**src/rtl/axi_lite_pkg.sv**
```systemverilog
// rtl/axi_lite_pkg.sv - shared AXI4-Lite constants, FSM encodings and address decode helper
package axi_lite_pkg;

  localparam logic [1:0] RESP_OKAY   = 2'b00;
  localparam logic [1:0] RESP_DECERR = 2'b11;

  localparam logic [31:0] DEF_S0_BASE = 32'h0000_0000;
  localparam logic [31:0] DEF_S0_MASK = 32'hFFFF_0000;
  localparam logic [31:0] DEF_S1_BASE = 32'h4000_0000;
  localparam logic [31:0] DEF_S1_MASK = 32'hFFFF_F000;

  typedef enum logic [2:0] {
    WR_IDLE,
    WR_ADDR,
    WR_DATA,
    WR_RESP,
    WR_ERR_DATA,
    WR_ERR_RESP
  } wr_state_e;

  typedef enum logic [1:0] {
    RD_IDLE,
    RD_ADDR,
    RD_DATA,
    RD_ERR
  } rd_state_e;

  function automatic logic addr_match(input logic [31:0] addr,
                                      input logic [31:0] base,
                                      input logic [31:0] mask);
    return (addr & mask) == base;
  endfunction

endpackage

```
**src/rtl/axi_lite_addr_decoder.sv**
```systemverilog
// rtl/axi_lite_addr_decoder.sv - 1-master/2-slave AXI4-Lite router with internal DECERR responder
module axi_lite_addr_decoder
  import axi_lite_pkg::*;
#(
  parameter logic [31:0] S0_BASE = DEF_S0_BASE,
  parameter logic [31:0] S0_MASK = DEF_S0_MASK,
  parameter logic [31:0] S1_BASE = DEF_S1_BASE,
  parameter logic [31:0] S1_MASK = DEF_S1_MASK
) (
  input  logic        clk,
  input  logic        reset,

  input  logic [31:0] s_axi_awaddr,
  input  logic        s_axi_awvalid,
  output logic        s_axi_awready,
  input  logic [31:0] s_axi_wdata,
  input  logic [3:0]  s_axi_wstrb,
  input  logic        s_axi_wvalid,
  output logic        s_axi_wready,
  output logic [1:0]  s_axi_bresp,
  output logic        s_axi_bvalid,
  input  logic        s_axi_bready,
  input  logic [31:0] s_axi_araddr,
  input  logic        s_axi_arvalid,
  output logic        s_axi_arready,
  output logic [31:0] s_axi_rdata,
  output logic [1:0]  s_axi_rresp,
  output logic        s_axi_rvalid,
  input  logic        s_axi_rready,

  output logic [31:0] m0_axi_awaddr,
  output logic        m0_axi_awvalid,
  input  logic        m0_axi_awready,
  output logic [31:0] m0_axi_wdata,
  output logic [3:0]  m0_axi_wstrb,
  output logic        m0_axi_wvalid,
  input  logic        m0_axi_wready,
  input  logic [1:0]  m0_axi_bresp,
  input  logic        m0_axi_bvalid,
  output logic        m0_axi_bready,
  output logic [31:0] m0_axi_araddr,
  output logic        m0_axi_arvalid,
  input  logic        m0_axi_arready,
  input  logic [31:0] m0_axi_rdata,
  input  logic [1:0]  m0_axi_rresp,
  input  logic        m0_axi_rvalid,
  output logic        m0_axi_rready,

  output logic [31:0] m1_axi_awaddr,
  output logic        m1_axi_awvalid,
  input  logic        m1_axi_awready,
  output logic [31:0] m1_axi_wdata,
  output logic [3:0]  m1_axi_wstrb,
  output logic        m1_axi_wvalid,
  input  logic        m1_axi_wready,
  input  logic [1:0]  m1_axi_bresp,
  input  logic        m1_axi_bvalid,
  output logic        m1_axi_bready,
  output logic [31:0] m1_axi_araddr,
  output logic        m1_axi_arvalid,
  input  logic        m1_axi_arready,
  input  logic [31:0] m1_axi_rdata,
  input  logic [1:0]  m1_axi_rresp,
  input  logic        m1_axi_rvalid,
  output logic        m1_axi_rready
);

  wr_state_e   wr_state_q, wr_state_d;
  logic [31:0] wr_addr_q, wr_addr_d;
  logic        wr_sel_q, wr_sel_d;
  rd_state_e   rd_state_q, rd_state_d;
  logic [31:0] rd_addr_q, rd_addr_d;
  logic        rd_sel_q, rd_sel_d;

  logic [1:0]       m_awvalid, m_wvalid, m_bready, m_arvalid, m_rready;
  logic [1:0]       m_awready, m_wready, m_bvalid, m_arready, m_rvalid;
  logic [1:0][1:0]  m_bresp, m_rresp;
  logic [1:0][31:0] m_rdata;

  logic wr_hit0, wr_hit1, rd_hit0, rd_hit1;

  assign m_awready = {m1_axi_awready, m0_axi_awready};
  assign m_wready  = {m1_axi_wready,  m0_axi_wready};
  assign m_bvalid  = {m1_axi_bvalid,  m0_axi_bvalid};
  assign m_bresp   = {m1_axi_bresp,   m0_axi_bresp};
  assign m_arready = {m1_axi_arready, m0_axi_arready};
  assign m_rvalid  = {m1_axi_rvalid,  m0_axi_rvalid};
  assign m_rresp   = {m1_axi_rresp,   m0_axi_rresp};
  assign m_rdata   = {m1_axi_rdata,   m0_axi_rdata};

  // S0 wins when both windows match, so sel is simply "not S0"
  assign wr_hit0 = addr_match(s_axi_awaddr, S0_BASE, S0_MASK);
  assign wr_hit1 = addr_match(s_axi_awaddr, S1_BASE, S1_MASK);
  assign rd_hit0 = addr_match(s_axi_araddr, S0_BASE, S0_MASK);
  assign rd_hit1 = addr_match(s_axi_araddr, S1_BASE, S1_MASK);

  always_ff @(posedge clk) begin
    if (reset) begin
      wr_state_q <= WR_IDLE;
      wr_addr_q  <= '0;
      wr_sel_q   <= 1'b0;
      rd_state_q <= RD_IDLE;
      rd_addr_q  <= '0;
      rd_sel_q   <= 1'b0;
    end else begin
      wr_state_q <= wr_state_d;
      wr_addr_q  <= wr_addr_d;
      wr_sel_q   <= wr_sel_d;
      rd_state_q <= rd_state_d;
      rd_addr_q  <= rd_addr_d;
      rd_sel_q   <= rd_sel_d;
    end
  end

  // Handshake outputs are gated by reset so a mid-transaction reset silences the bus immediately
  always_comb begin
    wr_state_d    = wr_state_q;
    wr_addr_d     = wr_addr_q;
    wr_sel_d      = wr_sel_q;
    s_axi_awready = 1'b0;
    s_axi_wready  = 1'b0;
    s_axi_bvalid  = 1'b0;
    s_axi_bresp   = RESP_OKAY;
    m_awvalid     = '0;
    m_wvalid      = '0;
    m_bready      = '0;
    if (!reset) begin
      case (wr_state_q)
        WR_IDLE: begin
          s_axi_awready = 1'b1;
          if (s_axi_awvalid) begin
            wr_addr_d  = s_axi_awaddr;
            wr_sel_d   = !wr_hit0;
            wr_state_d = (wr_hit0 || wr_hit1) ? WR_ADDR : WR_ERR_DATA;
          end
        end
        WR_ADDR: begin
          m_awvalid[wr_sel_q] = 1'b1;
          if (m_awready[wr_sel_q]) wr_state_d = WR_DATA;
        end
        WR_DATA: begin
          m_wvalid[wr_sel_q] = s_axi_wvalid;
          s_axi_wready       = m_wready[wr_sel_q];
          if (s_axi_wvalid && m_wready[wr_sel_q]) wr_state_d = WR_RESP;
        end
        WR_RESP: begin
          s_axi_bvalid       = m_bvalid[wr_sel_q];
          s_axi_bresp        = m_bresp[wr_sel_q];
          m_bready[wr_sel_q] = s_axi_bready;
          if (m_bvalid[wr_sel_q] && s_axi_bready) wr_state_d = WR_IDLE;
        end
        WR_ERR_DATA: begin
          s_axi_wready = 1'b1;
          if (s_axi_wvalid) wr_state_d = WR_ERR_RESP;
        end
        WR_ERR_RESP: begin
          s_axi_bvalid = 1'b1;
          s_axi_bresp  = RESP_DECERR;
          if (s_axi_bready) wr_state_d = WR_IDLE;
        end
        default: wr_state_d = WR_IDLE;
      endcase
    end
  end

  always_comb begin
    rd_state_d    = rd_state_q;
    rd_addr_d     = rd_addr_q;
    rd_sel_d      = rd_sel_q;
    s_axi_arready = 1'b0;
    s_axi_rvalid  = 1'b0;
    s_axi_rdata   = '0;
    s_axi_rresp   = RESP_OKAY;
    m_arvalid     = '0;
    m_rready      = '0;
    if (!reset) begin
      case (rd_state_q)
        RD_IDLE: begin
          s_axi_arready = 1'b1;
          if (s_axi_arvalid) begin
            rd_addr_d  = s_axi_araddr;
            rd_sel_d   = !rd_hit0;
            rd_state_d = (rd_hit0 || rd_hit1) ? RD_ADDR : RD_ERR;
          end
        end
        RD_ADDR: begin
          m_arvalid[rd_sel_q] = 1'b1;
          if (m_arready[rd_sel_q]) rd_state_d = RD_DATA;
        end
        RD_DATA: begin
          s_axi_rvalid       = m_rvalid[rd_sel_q];
          s_axi_rdata        = m_rdata[rd_sel_q];
          s_axi_rresp        = m_rresp[rd_sel_q];
          m_rready[rd_sel_q] = s_axi_rready;
          if (m_rvalid[rd_sel_q] && s_axi_rready) rd_state_d = RD_IDLE;
        end
        RD_ERR: begin
          s_axi_rvalid = 1'b1;
          s_axi_rresp  = RESP_DECERR;
          if (s_axi_rready) rd_state_d = RD_IDLE;
        end
        default: rd_state_d = RD_IDLE;
      endcase
    end
  end

  assign m0_axi_awaddr  = wr_addr_q;
  assign m1_axi_awaddr  = wr_addr_q;
  assign m0_axi_awvalid = m_awvalid[0];
  assign m1_axi_awvalid = m_awvalid[1];
  assign m0_axi_wdata   = s_axi_wdata;
  assign m1_axi_wdata   = s_axi_wdata;
  assign m0_axi_wstrb   = s_axi_wstrb;
  assign m1_axi_wstrb   = s_axi_wstrb;
  assign m0_axi_wvalid  = m_wvalid[0];
  assign m1_axi_wvalid  = m_wvalid[1];
  assign m0_axi_bready  = m_bready[0];
  assign m1_axi_bready  = m_bready[1];
  assign m0_axi_araddr  = rd_addr_q;
  assign m1_axi_araddr  = rd_addr_q;
  assign m0_axi_arvalid = m_arvalid[0];
  assign m1_axi_arvalid = m_arvalid[1];
  assign m0_axi_rready  = m_rready[0];
  assign m1_axi_rready  = m_rready[1];

endmodule

```
**config.mk**
```make
export PLATFORM = sky130hd
export DESIGN_NAME = axi_lite_addr_decoder
export DESIGN_NICKNAME = d
export VERILOG_FILES = /design/src/rtl/axi_lite_pkg.sv /design/src/rtl/axi_lite_addr_decoder.sv
export SDC_FILE = /design/constraint.sdc
export NUM_CORES = 1
export LEC_CHECK = 0
export CELL_PAD_IN_SITES_DETAIL_PLACEMENT = 2
export CELL_PAD_IN_SITES_GLOBAL_PLACEMENT = 2
export CORE_ASPECT_RATIO = 1.75
export CORE_UTILIZATION = 15
export DETAILED_ROUTE_END_ITERATION = 8
export GPL_TIMING_DRIVEN = 0
export HOLD_SLACK_MARGIN = 0.06
export MAX_ROUTING_LAYER = met4
export PLACE_DENSITY = 0.92
export SLEW_MARGIN = 20
export SYNTH_ARGS = -nofsm -noshare
export SYNTH_HDL_FRONTEND = slang
export SYNTH_SLANG_ARGS = --single-unit
```
**constraint.sdc**
```tcl
create_clock -name clk -period 3.03 [get_ports clk]
set_input_delay 0.4545 -clock clk [delete_from_list [all_inputs] [get_ports clk]]
set_output_delay 0.4545 -clock clk [all_outputs]
set_load 0.1 [all_outputs]
```
==> impl_results.md <==
* Status: completed
* Cell variety after synth at 46
* All-layer global routing usage at 17.08%
* Violation count after the first detailed-routing iteration at 85
* FMAX at 341.9 MHz
* Num ports at 440
* Gr ovfl total at 0
* Residual DRC count at 0
* Vias at 5784
* I/O Buffers at 403
* Crit share post-route at 96.53%
* Initial antenna violation count at 0
* H-tree Lvls at 3
* Final ANT Viol Nets at 0
* Critical path required time at 2.58 ns
* CTS max path bufs at 2
* Clk pin slew, worst setup/hold paths at 0.06 ns
* Final GP Congestion at 0.8599
* FF-to-FF Start: rd_state_q[1]
* Diodes inserted at 0
* Synthesized area per cell at 7.571 um^2
* Die area at roughly 0.031 mm^2
* Final WL at 26.39 mm
* Post-layout min period at 2.925 ns
* Area of the mapped netlist at 0.004581 mm^2
* First-pass GRT wire length at about 38 mm
* Slew Viols, Final at 0
* Clock root buffer: clkbuf_16
* Post-CTS Hold Buffers at 0
* Setup CP Type: in -> out
* Synth cell count leaders: 139 x buf_4, 136 x nand2_1, 71 x dfxtp_1
* Type of destination of the critical path: output port
* Vias per inst at about 4.1
* Final setup violation count at 0
* Initial Util at 15.24%
* Register area share after synthesis at 31.03%
* Final core occ at 31.03%
* Rows at 84
* Drt pass-1 iters at 4
* Clock Sinks at 71
* Top cells by area, synth: dfxtp_1 31%, buf_4 23%, nand2_1 11%
* Core Box Area at 0.03006 mm^2
* RSZ-0062 raised after global routing: no
* Synth Warn # at 0
* Final Hold Viols at 0
* Clk_skew at 0.006630 ns
* Total CTS buffers at 9
* Asr flop ratio synth at 0%
* Pleak at 0.003764 uW
* TritonCTS clock tree: done
* Worst EP arrival at 2.47 ns
* PD cells at about 740 mW/mm^2
* Chip width at 134.1 um
* Crit. Startpoint: reset
* Setup crit start kind: input port
* Worst hold margin at between 0.4 and 0.5 ns
* Post-route cell area at a little over 0.009 mm^2
* Vias in the first global route at 6588
* Fill cells at around 3500
* Hold crit path type: reg -> reg
* Mapped Nets at 794
* Synth area leader: dfxtp_1
* Setup_tns at 0 ns
* Hold_sp: m0_axi_araddr[29]
* Post-synth EDFFs at 0
* Wire per inst at 18.71 um
* Largest net degree at the start of global routing at 13
* Post-DP HPWL at between 20 and 25 mm
* Synthesis-to-finish area growth at 103.6%
* Yosys reg bits at 71
* Count leader, synth: buf_4
* Worst vdd ir at roughly 0.00053 V
* Nets@finish at 1208
* Worst slew margin relative to its limit at 30.67%
* Max Cap Violations at 0
* Share of layout cells above drive strength 1 at 24.51%
* Dpl cell area at 0.009149 mm^2
* Worst slew pin tran at 1.037 ns
* Area of the multi-input gates at 0.001989 mm^2
* Top cell type's share of synthesized area at 31.03%
* Clock Latency Late Sink at 0.35 ns
* Mapped Cells at 605
* FF/Latch Area at 0.001421 mm^2
* CP Max Fanout at 4
* Die H at between 200 and 250 um
* Post-synth top flop: dfxtp_1
-- flip-flops by register name (all words and copies together), names as in the netlist --
signal	cells
wr_sel_q	1
m0_axi_araddr	32
m0_axi_awaddr	32
rd_sel_q	1
rd_state_q	2
wr_state_q	3
-- timing repair --
action                     CTS  global route
setup buffers                0             0
setup endpoints to repair   50            30
gates resized for setup    161            47
gates cloned                 0             0
-- where the power goes --
part / internal (uW) / switching, uW / leakage [uW]
combinational: 1200 / 3330 / 0.00303
clock: 743 / 427 / 0.000156
sequential: 1080 / 147 / 0.000582
-- cell type report --
class                   count  share of cell area, %
well taps                 387                  5.192
clock inverters             5                 0.8720
flip-flops and latches     71                  15.24
inverters                   4                 0.1610
repair buffers            403                  41.68
clock buffers              11                  2.603
multi-input cells         357                  21.33
plain buffers             173                  12.92
-- metal layers --
metal	global-route usage (%)	part of all wire (%)
met1	14.36	32
met2	34.86	59
met3	4.666	7.5
met4	5.864	2.4
met5	-	0
-- layout by cell type, fill, tap and decap left out, drive strengths merged, types with 6 or more instances in the layout --
cell type	instances
clkdlybuf4s50	353
buf	190
nand2	136
dfxtp	71
a21oi	71
nor2	48
mux2i	32
clkbuf	27
clkdlybuf4s15	14
nor4	9
nor3	8
mux2	7
nor2b	6
-- critical path: stages --
cell and delay (ns):
clkdlybuf4s50_1 0.47, inv_2 0.11, nand3_1 0.14, nor3_2 0.14, clkdlybuf4s50_1 1.16
-- metrics by stage --
stage	power [uW]	cells	worst slack, ns
2_1_floorplan	4650	605	0.04607
3_3_place_gp	5754	1395	-0.5885
3_5_place_dp	5852	1395	-0.6284
4_1_cts	7044	1411	0.0003759
5_1_grt	7204	1411	0.0005251
6_report	6935	1411	0.1050
-- final timing paths --
check / end / slack, ns / cells past startpoint
worst min-delay path: m0_axi_araddr[29] / 0.48 / 2
worst max register to register: m0_axi_araddr[28] / 1.25 / 6
worst min register to register: m0_axi_araddr[29] / 0.48 / 2
worst max-delay path: m1_axi_awvalid / 0.11 / 5
-- cells by family (layout without fill, tap and decap cells) --
logic type	Yosys count	after routing	share of synthesized area, %
mux	39	39	8.959
compound gates	90	90	11.75
buf+inv	177	596	26.63
flops	71	71	31.03
simple gates	228	228	21.63
No activity file was read; power rests on OpenSTA's default activity.
